<file path="config.mk">
export PLATFORM = sky130hd
export DESIGN_NAME = spi_cmd_ctrl_flat
export DESIGN_NICKNAME = d
export VERILOG_FILES = /design/src/rtl/spi_cmd_ctrl_if.sv /design/src/rtl/spi_cmd_ctrl.sv /design/src/flat_wrapper.sv
export SDC_FILE = /design/constraint.sdc
export NUM_CORES = 1
export LEC_CHECK = 0
export ABC_CLOCK_PERIOD_IN_PS = 1900
export CAP_MARGIN = 5
export CORE_ASPECT_RATIO = 1.1
export CORE_MARGIN = 3
export CORE_UTILIZATION = 41
export DETAILED_ROUTE_END_ITERATION = 8
export PLACE_DENSITY_LB_ADDON = 0.2
export SYNTH_ARGS = -nofsm -noshare
export SYNTH_HDL_FRONTEND = slang
export SYNTH_SLANG_ARGS = --single-unit
</file>
<file path="constraint.sdc">
create_clock -name clk -period 1.9 [get_ports clk]
set_clock_uncertainty 0.05 [all_clocks]
set_input_delay 0.285 -clock clk [delete_from_list [all_inputs] [get_ports clk]]
set_output_delay 0.285 -clock clk [all_outputs]
set_load 0.01 [all_outputs]
</file>
<file path="src/rtl/spi_cmd_ctrl_if.sv">
// spi_cmd_ctrl_if: register-bus connection between the SPI command
// controller (master) and the register file (slave).
// Handshake: the master raises bus_req with bus_we/bus_addr/bus_wdata stable
// and holds them until the slave answers with a one-cycle bus_ack. On a read,
// bus_rdata is valid in the cycle bus_ack is high.
interface spi_cmd_ctrl_if #(
  parameter int ADDR_W = 7,
  parameter int DATA_W = 32
) ();
  logic              bus_req;
  logic              bus_we;
  logic [ADDR_W-1:0] bus_addr;
  logic [DATA_W-1:0] bus_wdata;
  logic [DATA_W-1:0] bus_rdata;
  logic              bus_ack;

  modport master (
    output bus_req, bus_we, bus_addr, bus_wdata,
    input  bus_rdata, bus_ack
  );

  modport slave (
    input  bus_req, bus_we, bus_addr, bus_wdata,
    output bus_rdata, bus_ack
  );
endinterface

</file>
<file path="src/rtl/spi_cmd_ctrl.sv">
// spi_cmd_ctrl: turns SPI frames (one 8-bit command word followed by data
// words) into register-bus reads and writes with auto-incrementing address.
// Optional feature macro: SPI_CMD_CTRL_TIMEOUT_EN adds a bus-ack timeout of
// BUS_TIMEOUT cycles; without it err_timeout is tied low and the wait for
// bus_ack is unbounded.
// state_dbg exposes the FSM state encoding for observation.
module spi_cmd_ctrl #(
  parameter int ADDR_W      = 7,
  parameter int DATA_W      = 32,
  parameter int BUS_TIMEOUT = 255
) (
  input  logic              clk,
  input  logic              rst_n,
  input  logic              frame_active,
  input  logic [DATA_W-1:0] rx_data,
  input  logic              rx_valid,
  output logic [DATA_W-1:0] tx_data,
  output logic [5:0]        cfg_data_width,
  output logic              busy,
  output logic              err_overrun,
  output logic              err_timeout,
  output logic [2:0]        state_dbg,
  spi_cmd_ctrl_if.master    bus
);

  typedef enum logic [2:0] {
    S_IDLE    = 3'd0,
    S_CMD     = 3'd1,
    S_WR_WAIT = 3'd2,
    S_WR_BUS  = 3'd3,
    S_RD_BUS  = 3'd4,
    S_RD_WAIT = 3'd5
  } state_t;

  state_t            state_q, state_d;
  logic              frame_prev_q;
  logic [ADDR_W-1:0] addr_q, addr_d;
  logic [DATA_W-1:0] wdata_q, wdata_d;
  logic [DATA_W-1:0] tx_q, tx_d;
  logic              ovr_q, ovr_d;

  logic              in_bus;
  logic              frame_start;
  logic              bus_tmo;
  logic              bus_done;
  logic              req;
  logic              we;

  assign in_bus      = (state_q == S_WR_BUS) || (state_q == S_RD_BUS);
  assign frame_start = (state_q == S_IDLE) && frame_active && !frame_prev_q;
  // A timed-out access is finished exactly as if it had been acknowledged.
  assign bus_done    = bus.bus_ack || bus_tmo;

`ifdef SPI_CMD_CTRL_TIMEOUT_EN
  localparam int TMO_W = $clog2(BUS_TIMEOUT + 1);

  logic [TMO_W-1:0] tmo_cnt_q, tmo_cnt_d;
  logic             tmo_err_q, tmo_err_d;

  // Count cycles spent waiting for bus_ack; fire on the last allowed cycle.
  always_comb begin
    tmo_cnt_d = '0;
    tmo_err_d = tmo_err_q;
    bus_tmo   = 1'b0;
    if (in_bus) begin
      if (!bus.bus_ack && (tmo_cnt_q == TMO_W'(BUS_TIMEOUT - 1))) begin
        bus_tmo   = 1'b1;
        tmo_err_d = 1'b1;
      end else begin
        tmo_cnt_d = tmo_cnt_q + TMO_W'(1);
      end
    end
    if (frame_start) begin
      tmo_err_d = 1'b0;
    end
  end

  // Timeout counter and sticky timeout flag.
  always_ff @(posedge clk or negedge rst_n) begin
    if (!rst_n) begin
      tmo_cnt_q <= '0;
      tmo_err_q <= 1'b0;
    end else begin
      tmo_cnt_q <= tmo_cnt_d;
      tmo_err_q <= tmo_err_d;
    end
  end

  assign err_timeout = tmo_err_q;
`else
  logic unused_bus_timeout;
  assign unused_bus_timeout = ^BUS_TIMEOUT;
  assign bus_tmo            = 1'b0;
  assign err_timeout        = 1'b0;
`endif

  // State and datapath registers.
  always_ff @(posedge clk or negedge rst_n) begin
    if (!rst_n) begin
      state_q      <= S_IDLE;
      frame_prev_q <= 1'b0;
      addr_q       <= '0;
      wdata_q      <= '0;
      tx_q         <= '0;
      ovr_q        <= 1'b0;
    end else begin
      state_q      <= state_d;
      frame_prev_q <= frame_active;
      addr_q       <= addr_d;
      wdata_q      <= wdata_d;
      tx_q         <= tx_d;
      ovr_q        <= ovr_d;
    end
  end

  // Next state and datapath updates. An rx_valid always wins over a
  // simultaneous frame end so the last word of a frame is not lost.
  always_comb begin
    state_d = state_q;
    addr_d  = addr_q;
    wdata_d = wdata_q;
    tx_d    = tx_q;
    ovr_d   = ovr_q;
    case (state_q)
      S_IDLE: begin
        tx_d = '0;
        if (frame_start) begin
          state_d = S_CMD;
          ovr_d   = 1'b0;
        end
      end
      S_CMD: begin
        if (rx_valid) begin
          addr_d  = rx_data[ADDR_W-1:0];
          state_d = rx_data[7] ? S_RD_BUS : S_WR_WAIT;
        end else if (!frame_active) begin
          state_d = S_IDLE;
        end
      end
      S_WR_WAIT: begin
        if (rx_valid) begin
          wdata_d = rx_data;
          state_d = S_WR_BUS;
        end else if (!frame_active) begin
          state_d = S_IDLE;
        end
      end
      S_WR_BUS: begin
        if (rx_valid) begin
          ovr_d = 1'b1;
        end
        if (bus_done) begin
          addr_d  = addr_q + ADDR_W'(1);
          state_d = frame_active ? S_WR_WAIT : S_IDLE;
        end
      end
      S_RD_BUS: begin
        if (rx_valid) begin
          ovr_d = 1'b1;
        end
        if (bus_done) begin
          tx_d    = bus.bus_ack ? bus.bus_rdata : '1;
          state_d = frame_active ? S_RD_WAIT : S_IDLE;
        end
      end
      S_RD_WAIT: begin
        if (rx_valid) begin
          addr_d  = addr_q + ADDR_W'(1);
          state_d = S_RD_BUS;
        end else if (!frame_active) begin
          state_d = S_IDLE;
        end
      end
      default: begin
        state_d = S_IDLE;
      end
    endcase
  end

  // Outputs decoded from the current state.
  always_comb begin
    req            = 1'b0;
    we             = 1'b0;
    cfg_data_width = 6'(DATA_W);
    case (state_q)
      S_IDLE, S_CMD: cfg_data_width = 6'd8;
      S_WR_BUS: begin
        req = 1'b1;
        we  = 1'b1;
      end
      S_RD_BUS: req = 1'b1;
      default: ;
    endcase
  end

  assign busy          = (state_q != S_IDLE);
  assign err_overrun   = ovr_q;
  assign tx_data       = tx_q;
  assign state_dbg     = state_q;
  assign bus.bus_req   = req;
  assign bus.bus_we    = we;
  assign bus.bus_addr  = addr_q;
  assign bus.bus_wdata = wdata_q;

endmodule

</file>
<file path="src/flat_wrapper.sv">
// flat-port wrapper written by rule: the top's interface ports become plain ports
module spi_cmd_ctrl_flat 
#(
  parameter int ADDR_W      = 7,
  parameter int DATA_W      = 32,
  parameter int BUS_TIMEOUT = 255
)
  (clk, rst_n, frame_active, rx_data, rx_valid, tx_data, cfg_data_width, busy, err_overrun, err_timeout, state_dbg, bus_bus_req, bus_bus_we, bus_bus_addr, bus_bus_wdata, bus_bus_rdata, bus_bus_ack);
  spi_cmd_ctrl_if #(.ADDR_W(ADDR_W), .DATA_W(DATA_W)) bus_i ();
  input  logic clk;
  input  logic rst_n;
  input  logic frame_active;
  input  logic [DATA_W-1:0] rx_data;
  input  logic rx_valid;
  output logic [DATA_W-1:0] tx_data;
  output logic [5:0] cfg_data_width;
  output logic busy;
  output logic err_overrun;
  output logic err_timeout;
  output logic [2:0] state_dbg;
  output wire logic [$bits(bus_i.bus_req)-1:0] bus_bus_req;
  output wire logic [$bits(bus_i.bus_we)-1:0] bus_bus_we;
  output wire logic [$bits(bus_i.bus_addr)-1:0] bus_bus_addr;
  output wire logic [$bits(bus_i.bus_wdata)-1:0] bus_bus_wdata;
  input wire logic [$bits(bus_i.bus_rdata)-1:0] bus_bus_rdata;
  input wire logic [$bits(bus_i.bus_ack)-1:0] bus_bus_ack;
  assign bus_bus_req = bus_i.bus_req;
  assign bus_bus_we = bus_i.bus_we;
  assign bus_bus_addr = bus_i.bus_addr;
  assign bus_bus_wdata = bus_i.bus_wdata;
  assign bus_i.bus_rdata = bus_bus_rdata;
  assign bus_i.bus_ack = bus_bus_ack;
  spi_cmd_ctrl #(.ADDR_W(ADDR_W), .DATA_W(DATA_W), .BUS_TIMEOUT(BUS_TIMEOUT)) u_core (.clk(clk), .rst_n(rst_n), .frame_active(frame_active), .rx_data(rx_data), .rx_valid(rx_valid), .tx_data(tx_data), .cfg_data_width(cfg_data_width), .busy(busy), .err_overrun(err_overrun), .err_timeout(err_timeout), .state_dbg(state_dbg), .bus(bus_i));
endmodule
</file>
==> flow_summary.ini <==
[floorplan]
row_count = 33
core_sq_um = 7597
die_h_um = 99.69
io_pins = 154
die_w_um = 91.18
die_area_sq_um = 9089
start_util = 0.4307

[power_and_ir_drop]
ir_drop_uv = 784.0
power.density_nw_per_um2 = 1473
leakage_nw = 2.292
p_seq_frac = 0.339
comb_power_share = 0.463
finalPower_w = 0.007648
swShare = 0.3189
p_clk_frac = 0.198
p_int_w = 0.005209
p_switching_w = 0.002439

[synth]
ys_seq_area_frac = 0.5813
ys_warn_count = 0
synth.area.top_cells = dfrtp_1 58%, mux2_4 14%, a22o_1 8.6%, o21ai_0 1.7%, buf_2 1.5%
synth-seq-cells = 76
synth_area_sq_um = 3272
postSynthAreaPerCell_sq_um = 13.81
yosys.area.top_type = dfrtp_1
synth_top_area_share = 0.5813
syn-instance-count = 237
yosysUniqueCellTypes = 42

[grt]
grt_use_met2 = 0.3250
grt_pass1_vias = 2617
grt_util_met1 = 0.2598
grtUsageTotal = 0.1977
overflow = 0
grt_pass1_wl_um = 14120
antenna_found_initial = 0
use_met3 = 0.03933
grt_max_degree = 43
grt-busiest-layer = met2

[timing]
hold_viol_final = 0
rsz0062_at_grt = false
period_minus_slack_ns = 1.837
worstMarginPinSlew_ns = 0.5338
finalSetupTns_ns = 0
max_slew_margin = 0.6442
post-route-period-util = 0.9669
timing.fmax_mhz = 544.3
finalMaxSlewViolations = 0
setup_violations = 0

[detailed_routing]
first_pass_iters = 4
vias = 2497
wl_per_cell_um = 16.93
drt-vias-per-instance = 4.925
drt_iter0_markers = 98
totalWireLength_um = 8586
postRouteAntennaNets = 0
drc = 0

[min_path]
hp-class = in -> async

[critical_path]
worstPathRequired_ns = 1.56
arrival_ns = 1.50
cp-end-kind = primary output
path_class = reg -> out
crit_fanout = 7
critPathLaunchType = register
reg2reg_depth = 5

[layout]
fill_cells = 595
layout_commonest_cell = clkdlybuf4s50_1
drive_above_1_share = 0.1866
layout.cells.non_filler = 507
antenna_cells = 0
final_cell_mix = 142 x clkdlybuf4s50_1, 74 x dfrtp_1, 32 x a22o_1
fin_nets = 467
syn_to_final_growth_pct = 58.74

[cts]
numCtsBuffers = 9
clk_latency_ns = 0.34
cts_tree = built
cts.clk_slew.worst_paths_ns = 0.08
cts_root_buffer = clkbuf_8
h-tree-depth = 3
cts_buffer_depth = 2
numClockSinks = 76

[job]
cap_violations = 0

[placement]
hpwlAfterDp_um = 6210
gp_congestion = 0.7903
place.port_buffers = 148
placed_cells = 489

[status]
status = finished, final reports clean
## per-layer routing
metal | wire (um) | share of wire
met1 | 3761 | 0.44
met2 | 4299 | 0.50
met3 | 375 | 0.044
met4 | 150 | 0.017
met5 | 0 | 0
## cell usage after synthesis
| library cell | n |
|---|---|
| nand2_1 | 5 |
| o21ai_1 | 1 |
| nand4_1 | 2 |
| o32ai_1 | 1 |
| a21oi_1 | 7 |
| a31oi_1 | 2 |
| a22oi_1 | 2 |
| a41o_1 | 1 |
| inv_2 | 1 |
| nor4b_4 | 1 |
| buf_4 | 6 |
| and3b_1 | 1 |
| mux2i_1 | 3 |
| o22ai_1 | 1 |
| nand3_1 | 3 |
| buf_2 | 10 |
| mux2_2 | 3 |
| a2bb2oi_1 | 1 |
| and3_1 | 2 |
| nor3_1 | 1 |
| or3_1 | 1 |
| conb_1 | 1 |
| buf_6 | 4 |
| o221ai_1 | 1 |
| o21a_1 | 1 |
| mux2_4 | 30 |
| o2bb2ai_1 | 2 |
| ha_1 | 1 |
| a211oi_1 | 1 |
| clkbuf_1 | 1 |
| and2_1 | 1 |
| dfrtp_1 | 76 |
| inv_1 | 5 |
| nand2b_1 | 1 |
| a21o_1 | 2 |
| xor2_1 | 1 |
| nor2_1 | 7 |
| o21ai_0 | 11 |
| o211ai_1 | 1 |
| a22o_1 | 32 |
| nor2b_1 | 2 |
| nor3_2 | 1 |
## critical path, stage by stage (launching register included)
cell,delay (ns)
dfrtp_2,0.45
buf_4,0.16
clkdlybuf4s50_1,0.55
## worst paths after layout
path                                          start                        to  slack (ns)
worst min register to register   u_core.tx_data[13]        u_core.tx_data[13]        0.45
worst max-delay path            u_core.state_dbg[0]              state_dbg[0]        0.06
worst min-delay path                          rst_n  u_core.bus.bus_wdata[23]        0.43
worst max register to register  u_core.state_dbg[1]  u_core.bus.bus_wdata[13]        0.15
min in group clk                       frame_active       u_core.frame_prev_q        0.45
max in group asynchronous                     rst_n       u_core.state_dbg[0]        0.80
## power groups by stage
| stage | clock network, W | registers, W | logic (W) |
|---|---|---|---|
| 2_1_floorplan | 0 | 0.00283 | 0.00148 |
| 3_3_place_gp | 0 | 0.00260 | 0.00352 |
| 3_5_place_dp | 0 | 0.00263 | 0.00358 |
| 4_1_cts | 0.00154 | 0.00260 | 0.00358 |
| 5_1_grt | 0.00161 | 0.00269 | 0.00378 |
| 6_report | 0.00152 | 0.00259 | 0.00354 |
## metrics by stage
stage               area (sq um)  setup WS, ns    util  hold slack [ns]
global route                5194      0.005238  0.6836           0.4621
global placement            4933       0.03587  0.6494           0.2566
floorplan                   3287        0.2280       -         -0.06059
detailed placement          4933      0.004117  0.6494           0.2582
CTS                         5197       0.01031  0.6841           0.4241
finish                      5194       0.06291  0.6836           0.4317
## timing repair
item / CTS / global route
buffers inserted: 1 / 0
resized for setup: 8 / 2
endpoints found under the hold margin: 40 / 0
setup endpoints to repair: 7 / 1
hold buffers: 1 / 0
## flip-flops by register name (all words and copies together), names as in the netlist
register and flops:
u_core.frame_prev_q 1, u_core.err_overrun 1, u_core.bus.bus_addr 7, u_core.state_dbg 3, u_core.bus.bus_wdata 32, u_core.tx_data 32
## kinds of logic (layout without fill, tap and decap cells)
kind of cell               count (synthesis)  after routing  share of synthesized area
DFF                                       76             76                     0.5813
AOI/OAI and AO/OA                         67             67                     0.1530
muxes                                     36             36                     0.1572
and+or+nand+nor                           28             28                    0.05010
buffers and inverters                     27            188                    0.05086
adders and majority gates                  1              1                   0.003823
other                                      1              5                   0.001146
xor gates and xnor gates                   1              1                   0.002677
## final cells by class
type / instances / area [sq um] / share of cell area
Sequential cell: 76 / 1904 / 0.3667
Timing Repair Buffer: 166 / 1657 / 0.3190
Multi-Input combinational cell: 138 / 1231 / 0.2371
Tap cell: 105 / 131.4 / 0.02530
Clock buffer: 9 / 123.9 / 0.02385
Clock inverter: 7 / 123.9 / 0.02385
Inverter: 6 / 22.52 / 0.004336
Note: power is estimated with default switching activity, not from simulation.
